[config.mk]
export PLATFORM = sky130hd
export DESIGN_NAME = acc_addsub_8bit
export DESIGN_NICKNAME = d
export VERILOG_FILES = /design/src/rtl/acc_addsub_8bit.sv
export SDC_FILE = /design/constraint.sdc
export NUM_CORES = 1
export LEC_CHECK = 0
export BUFFER_PORTS_ARGS = -buffer_cell sky130_fd_sc_hd__buf_4
export CAP_MARGIN = 30
export CORE_MARGIN = 8
export CORE_UTILIZATION = 38
export CTS_CLUSTER_DIAMETER = 200
export DETAILED_ROUTE_END_ITERATION = 16
export GPL_TIMING_DRIVEN = 0
export PLACE_DENSITY = 0.64
export SKIP_LAST_GASP = 1
export SLEW_MARGIN = 20
export SYNTH_ARGS = -nofsm -noshare
export SYNTH_HDL_FRONTEND = slang
export SYNTH_SLANG_ARGS = --single-unit
[constraint.sdc]
create_clock -name clk -period 2.8 [get_ports clk]
set_clock_uncertainty 0.1 [all_clocks]
set_input_delay 0 -clock clk [delete_from_list [all_inputs] [get_ports clk]]
set_output_delay 0 -clock clk [all_outputs]
set_load 0.02 [all_outputs]
[src/rtl/acc_addsub_8bit.sv]
// acc_addsub_8bit: 8-bit accumulator with ADD/SUB/LOAD/CLEAR ops and a
// valid/ready request/response handshake (IDLE -> EXEC -> RESP -> IDLE).
//
// Build option: define ACC_ADDSUB_SAT_EN to saturate ADD/SUB results on
// signed overflow (7F positive, 80 negative). When it is undefined, ADD/SUB
// wrap modulo 256. The port list is the same in both builds.
//
// Ports:
//   clk        - clock, all state updates on the rising edge
//   rst        - synchronous active-high reset
//   in_valid   - request present
//   in_ready   - block accepts a request (IDLE only)
//   in_op      - 00 ADD, 01 SUB, 10 LOAD, 11 CLEAR
//   in_data    - operand / load value (ignored for CLEAR)
//   out_valid  - result and flags valid (RESP)
//   out_ready  - consumer accepts the result
//   acc        - accumulator register
//   carry, overflow, zero, negative - flags of the last completed op
//   ovf_sticky - OR of overflow results since reset or CLEAR
module acc_addsub_8bit #(
  parameter logic [7:0] INIT_ACC = 8'h00
) (
  input  logic       clk,
  input  logic       rst,
  input  logic       in_valid,
  output logic       in_ready,
  input  logic [1:0] in_op,
  input  logic [7:0] in_data,
  output logic       out_valid,
  input  logic       out_ready,
  output logic [7:0] acc,
  output logic       carry,
  output logic       overflow,
  output logic       zero,
  output logic       negative,
  output logic       ovf_sticky
);

  localparam int unsigned DW = 8;

  localparam logic [1:0] OP_ADD   = 2'b00;
  localparam logic [1:0] OP_SUB   = 2'b01;
  localparam logic [1:0] OP_LOAD  = 2'b10;
  localparam logic [1:0] OP_CLEAR = 2'b11;

  typedef enum logic [1:0] {
    IDLE = 2'b00,
    EXEC = 2'b01,
    RESP = 2'b10
  } state_e;

  state_e        state_q, state_d;
  logic [1:0]    op_q, op_d;
  logic [DW-1:0] data_q, data_d;
  logic [DW-1:0] acc_q, acc_d;
  logic          carry_q, carry_d;
  logic          ovf_q, ovf_d;
  logic          zero_q, zero_d;
  logic          neg_q, neg_d;
  logic          sticky_q, sticky_d;
  logic          in_ready_q, in_ready_d;
  logic          out_valid_q, out_valid_d;

  // Add/sub cell: b inverted and carry-in set for SUB
  logic          sub;
  logic [DW-1:0] b_op;
  logic [DW:0]   sum_full;
  logic [DW-1:0] sum_low;
  logic          c_out;
  logic          c_into_msb;
  logic          add_ovf;
  logic [DW-1:0] add_res;

  always_comb begin
    sub        = (op_q == OP_SUB);
    b_op       = data_q ^ {DW{sub}};
    sum_full   = {1'b0, acc_q} + {1'b0, b_op} + (DW+1)'(sub);
    // Carry into the sign bit comes from adding only the low 7 bits
    sum_low    = {1'b0, acc_q[DW-2:0]} + {1'b0, b_op[DW-2:0]} + DW'(sub);
    c_out      = sum_full[DW];
    c_into_msb = sum_low[DW-1];
    add_ovf    = c_into_msb ^ c_out;
`ifdef ACC_ADDSUB_SAT_EN
    // Wrapped sign of 1 on overflow means two positives overflowed
    if (add_ovf) begin
      add_res = sum_full[DW-1] ? 8'h7F : 8'h80;
    end else begin
      add_res = sum_full[DW-1:0];
    end
`else
    add_res = sum_full[DW-1:0];
`endif
  end

  // Next-state and registered-output logic
  always_comb begin
    state_d     = state_q;
    op_d        = op_q;
    data_d      = data_q;
    acc_d       = acc_q;
    carry_d     = carry_q;
    ovf_d       = ovf_q;
    zero_d      = zero_q;
    neg_d       = neg_q;
    sticky_d    = sticky_q;
    out_valid_d = out_valid_q;

    unique case (state_q)
      IDLE: begin
        if (in_valid) begin
          op_d    = in_op;
          data_d  = in_data;
          state_d = EXEC;
        end
      end
      EXEC: begin
        unique case (op_q)
          OP_ADD: begin
            acc_d    = add_res;
            carry_d  = c_out;
            ovf_d    = add_ovf;
            sticky_d = sticky_q | add_ovf;
          end
          OP_SUB: begin
            acc_d    = add_res;
            carry_d  = ~c_out;  // borrow
            ovf_d    = add_ovf;
            sticky_d = sticky_q | add_ovf;
          end
          OP_LOAD: begin
            acc_d   = data_q;
            carry_d = 1'b0;
            ovf_d   = 1'b0;
          end
          OP_CLEAR: begin
            acc_d    = INIT_ACC;
            carry_d  = 1'b0;
            ovf_d    = 1'b0;
            sticky_d = 1'b0;
          end
          default: ;
        endcase
        zero_d      = (acc_d == '0);
        neg_d       = acc_d[DW-1];
        out_valid_d = 1'b1;
        state_d     = RESP;
      end
      RESP: begin
        if (out_ready) begin
          out_valid_d = 1'b0;
          state_d     = IDLE;
        end
      end
      default: state_d = IDLE;
    endcase

    in_ready_d = (state_d == IDLE);
  end

  // State and output registers
  always_ff @(posedge clk) begin
    if (rst) begin
      state_q     <= IDLE;
      op_q        <= OP_ADD;
      data_q      <= '0;
      acc_q       <= INIT_ACC;
      carry_q     <= 1'b0;
      ovf_q       <= 1'b0;
      zero_q      <= 1'b0;
      neg_q       <= 1'b0;
      sticky_q    <= 1'b0;
      in_ready_q  <= 1'b1;
      out_valid_q <= 1'b0;
    end else begin
      state_q     <= state_d;
      op_q        <= op_d;
      data_q      <= data_d;
      acc_q       <= acc_d;
      carry_q     <= carry_d;
      ovf_q       <= ovf_d;
      zero_q      <= zero_d;
      neg_q       <= neg_d;
      sticky_q    <= sticky_d;
      in_ready_q  <= in_ready_d;
      out_valid_q <= out_valid_d;
    end
  end

  assign in_ready   = in_ready_q;
  assign out_valid  = out_valid_q;
  assign acc        = acc_q;
  assign carry      = carry_q;
  assign overflow   = ovf_q;
  assign zero       = zero_q;
  assign negative   = neg_q;
  assign ovf_sticky = sticky_q;

endmodule

==> qor.txt <==
Post-synth top area cell - dfxtp_1
Max VDD drop - 0.0002675 V
Ys flop type - dfxtp_1
Arr. time, crit path - 2.72 ns
Mapped Area - 1535 um2
Hold Vio Cnt, Final - 0
Routed via count - 1399
# IOs - 29
CP Class - reg2reg
Drt pass-1 iters - 4
Final Slew Violations - 0
Synth area leaders - dfxtp_1 34%, nand2_1 7.3%, a21oi_1 6.5%, xnor2_1 6.3%, ha_1 5.7%
WL/cell - 13.45 um
M2 GR Usage - 0.2046
Row count - 23
Commonest cells post-synth - 30 x nand2_1, 26 x dfxtp_1, 20 x a21oi_1
Count of cell types in the netlist - 45
Status - finished clean
Synthesis-to-layout area growth - 32.44%
Cts bufs inserted - 3
CTS tree - built
Synth Area per Inst - 8.166 um2
CTS Buffer Depth - 2
Tcrit/Tclk final - 0.9354
Total of max-cap violations - 0
EDFF count, synth - 0
Final WL - 3805 um
CP Launch Type - register
Synth Register Bits - 26
Layout cells sized above 1 - 0.2275
PortBufs - 27
Grt met1 use - 0.1535
Die H - 79.56 um
Leak pwr - 0.8344 nW
Die Area - 6330 um2
Area of the core - 3943 um2
Overall global routing resource usage - 0.1223
Detail Placement HPWL - 2783 um
Max Clk Rate - 381.8 MHz
Synth warn - 0
Worst Tran Pin Value - 0.5566 ns
Min Tclk post-route - 2.619 ns
Share of the synthesized area in the top cell type - 0.3390
Initial antenna violation count - 0
Clk slew on worst S/H paths - 0.10 ns
Gr ovfl total - 0
Crit path capture type - register
Top-count cell post-synth - nand2_1
Pwr Density - 504.1 nW/um2
RSZ-0062 raised after global routing - no
Die width - 79.56 um
Drt drc - 0
Setup violators final - 0
Hold crit path type - in2reg
DRT antenna net count - 0
Nets - 256
Final core occ - 0.5157
Starting Density - 0.3894
Routability congestion estimate - 0.8077
Clk sinks - 26
Fin cells - 283
Worst-skew pair later-pin latency - 0.28 ns
Met3 usage - 0.02252
H-tree level count - 1
Global-route wire length before repair - 6272 um
Syn nets - 210
Sequential area share after synthesis - 0.3390
Via/cell ratio - 4.943
Mapped Cells - 188
Most used routing layer - met2
Ant. Diodes - 0
Initial DRC Count - 69
Worst Path Required - 2.90 ns
Placed insts - 265
Ys async rst share - 0
Largest net degree at the start of global routing - 16
Setup tns final - 0 ns
Slew HR - 0.6289
Clk Tree Root Cell - clkbuf_8
Vias in the first global route - 1363
Crit path max fanout - 10
[layout by cell type (no fill, tap or decap), types with 2 or more instances in the layout]
cell type / n
nand3_1: 2
o41ai_1: 2
dlygate4sd3_1: 12
o21ai_0: 6
clkbuf_8: 4
nor2b_1: 3
o21ai_1: 2
dfxtp_1: 25
nand2_1: 30
xor2_1: 2
o21a_1: 2
xnor2_1: 10
nand4_1: 2
clkbuf_1: 8
nor3_1: 2
inv_1: 4
a211oi_1: 7
ha_1: 7
a21oi_1: 19
buf_4: 31
nand2b_1: 5
nand3b_1: 4
nor2_1: 16
[worst paths after layout]
path	startpoint	endpoint	slack, ns	cells past startpoint
hold / removal	rst	state_q[0]	0.06	2
setup reg to reg	op_q[1]	acc[6]	0.18	11
setup / recovery	op_q[1]	acc[6]	0.18	11
hold reg to reg	carry	carry	0.36	2
[sequential cells by signal, summed over array words and instances (netlist names)]
signal,cells
out_valid,1
state_q,2
data_q,8
acc,8
zero,1
op_q,2
overflow,1
in_ready,1
ovf_sticky,1
carry,1
[critical path, stage by stage (launching register included)]
cell and delay [ns]:
dfxtp_1 0.30, clkbuf_4 0.18, nand2b_4 0.17, xnor2_2 0.16
inv_1 0.09, fa_2 0.38, nand2b_1 0.18, a21oi_2 0.19
o21ai_0 0.11, nor3b_1 0.15, o31a_1 0.31, a211oi_1 0.22
[layer usage]
| layer | routed length [um] | vias to the layer above |
|---|---|---|
| met1 | 1794 | 624 |
| met3 | 182 | 2 |
| met4 | 4 | 0 |
| met2 | 1825 | 29 |
| li1 | - | 744 |
| met5 | 0 | - |
[through the flow]
| step | area, um2 | hold slack, ns | worst slack (ns) | power [mW] |
|---|---|---|---|---|
| 6_report | 2033 | 0.05917 | 0.1807 | 1.025 |
| 5_1_grt | 2033 | 0.09891 | 0.02855 | 1.082 |
| 4_1_cts | 2008 | 0.06006 | 0.04599 | 1.030 |
| 3_5_place_dp | 1800 | 0.1559 | -0.3896 | 0.6948 |
| 3_3_place_gp | 1800 | 0.1495 | -0.3656 | 0.6910 |
| 2_1_floorplan | 1535 | 0.03597 | 0.009310 | 0.6167 |
[cell families (layout without fill, tap and decap cells)]
logic type | count (synthesis) | in the layout | synth area share
compound gates | 49 | 49 | 0.2135
xor+xnor | 13 | 13 | 0.07417
fa+ha+maj | 8 | 8 | 0.07009
buf+inv | 18 | 63 | 0.06112
flops | 26 | 26 | 0.3390
mux | 1 | 1 | 0.006520
simple gates | 73 | 73 | 0.2355
[where the power goes]
group,total [mW],internal [mW],switching [mW]
Clock,0.318,0.192,0.127
Combinational,0.289,0.136,0.152
Sequential,0.418,0.394,0.0239
Total,1.02,0.722,0.303
[layout make-up]
type                       instances  area, um2
clock buffer                       3      41.29
multi-input combinational        144      942.2
sequential                        26      521.8
timing repair buffer              42      345.3
inverter                           4      15.01
buffer                            13      75.07
tap                               50      62.56
clock inverter                     1      30.03
fill                             366       1909
[timing repair]
action,in CTS,in global routing
endpoints found under the hold margin,14,0
pin swaps,0,1
setup endpoints to repair,8,3
hold buffers,12,0
setup buffers,0,3
resized for setup,5,1
(Power assumes the default switching activity.)
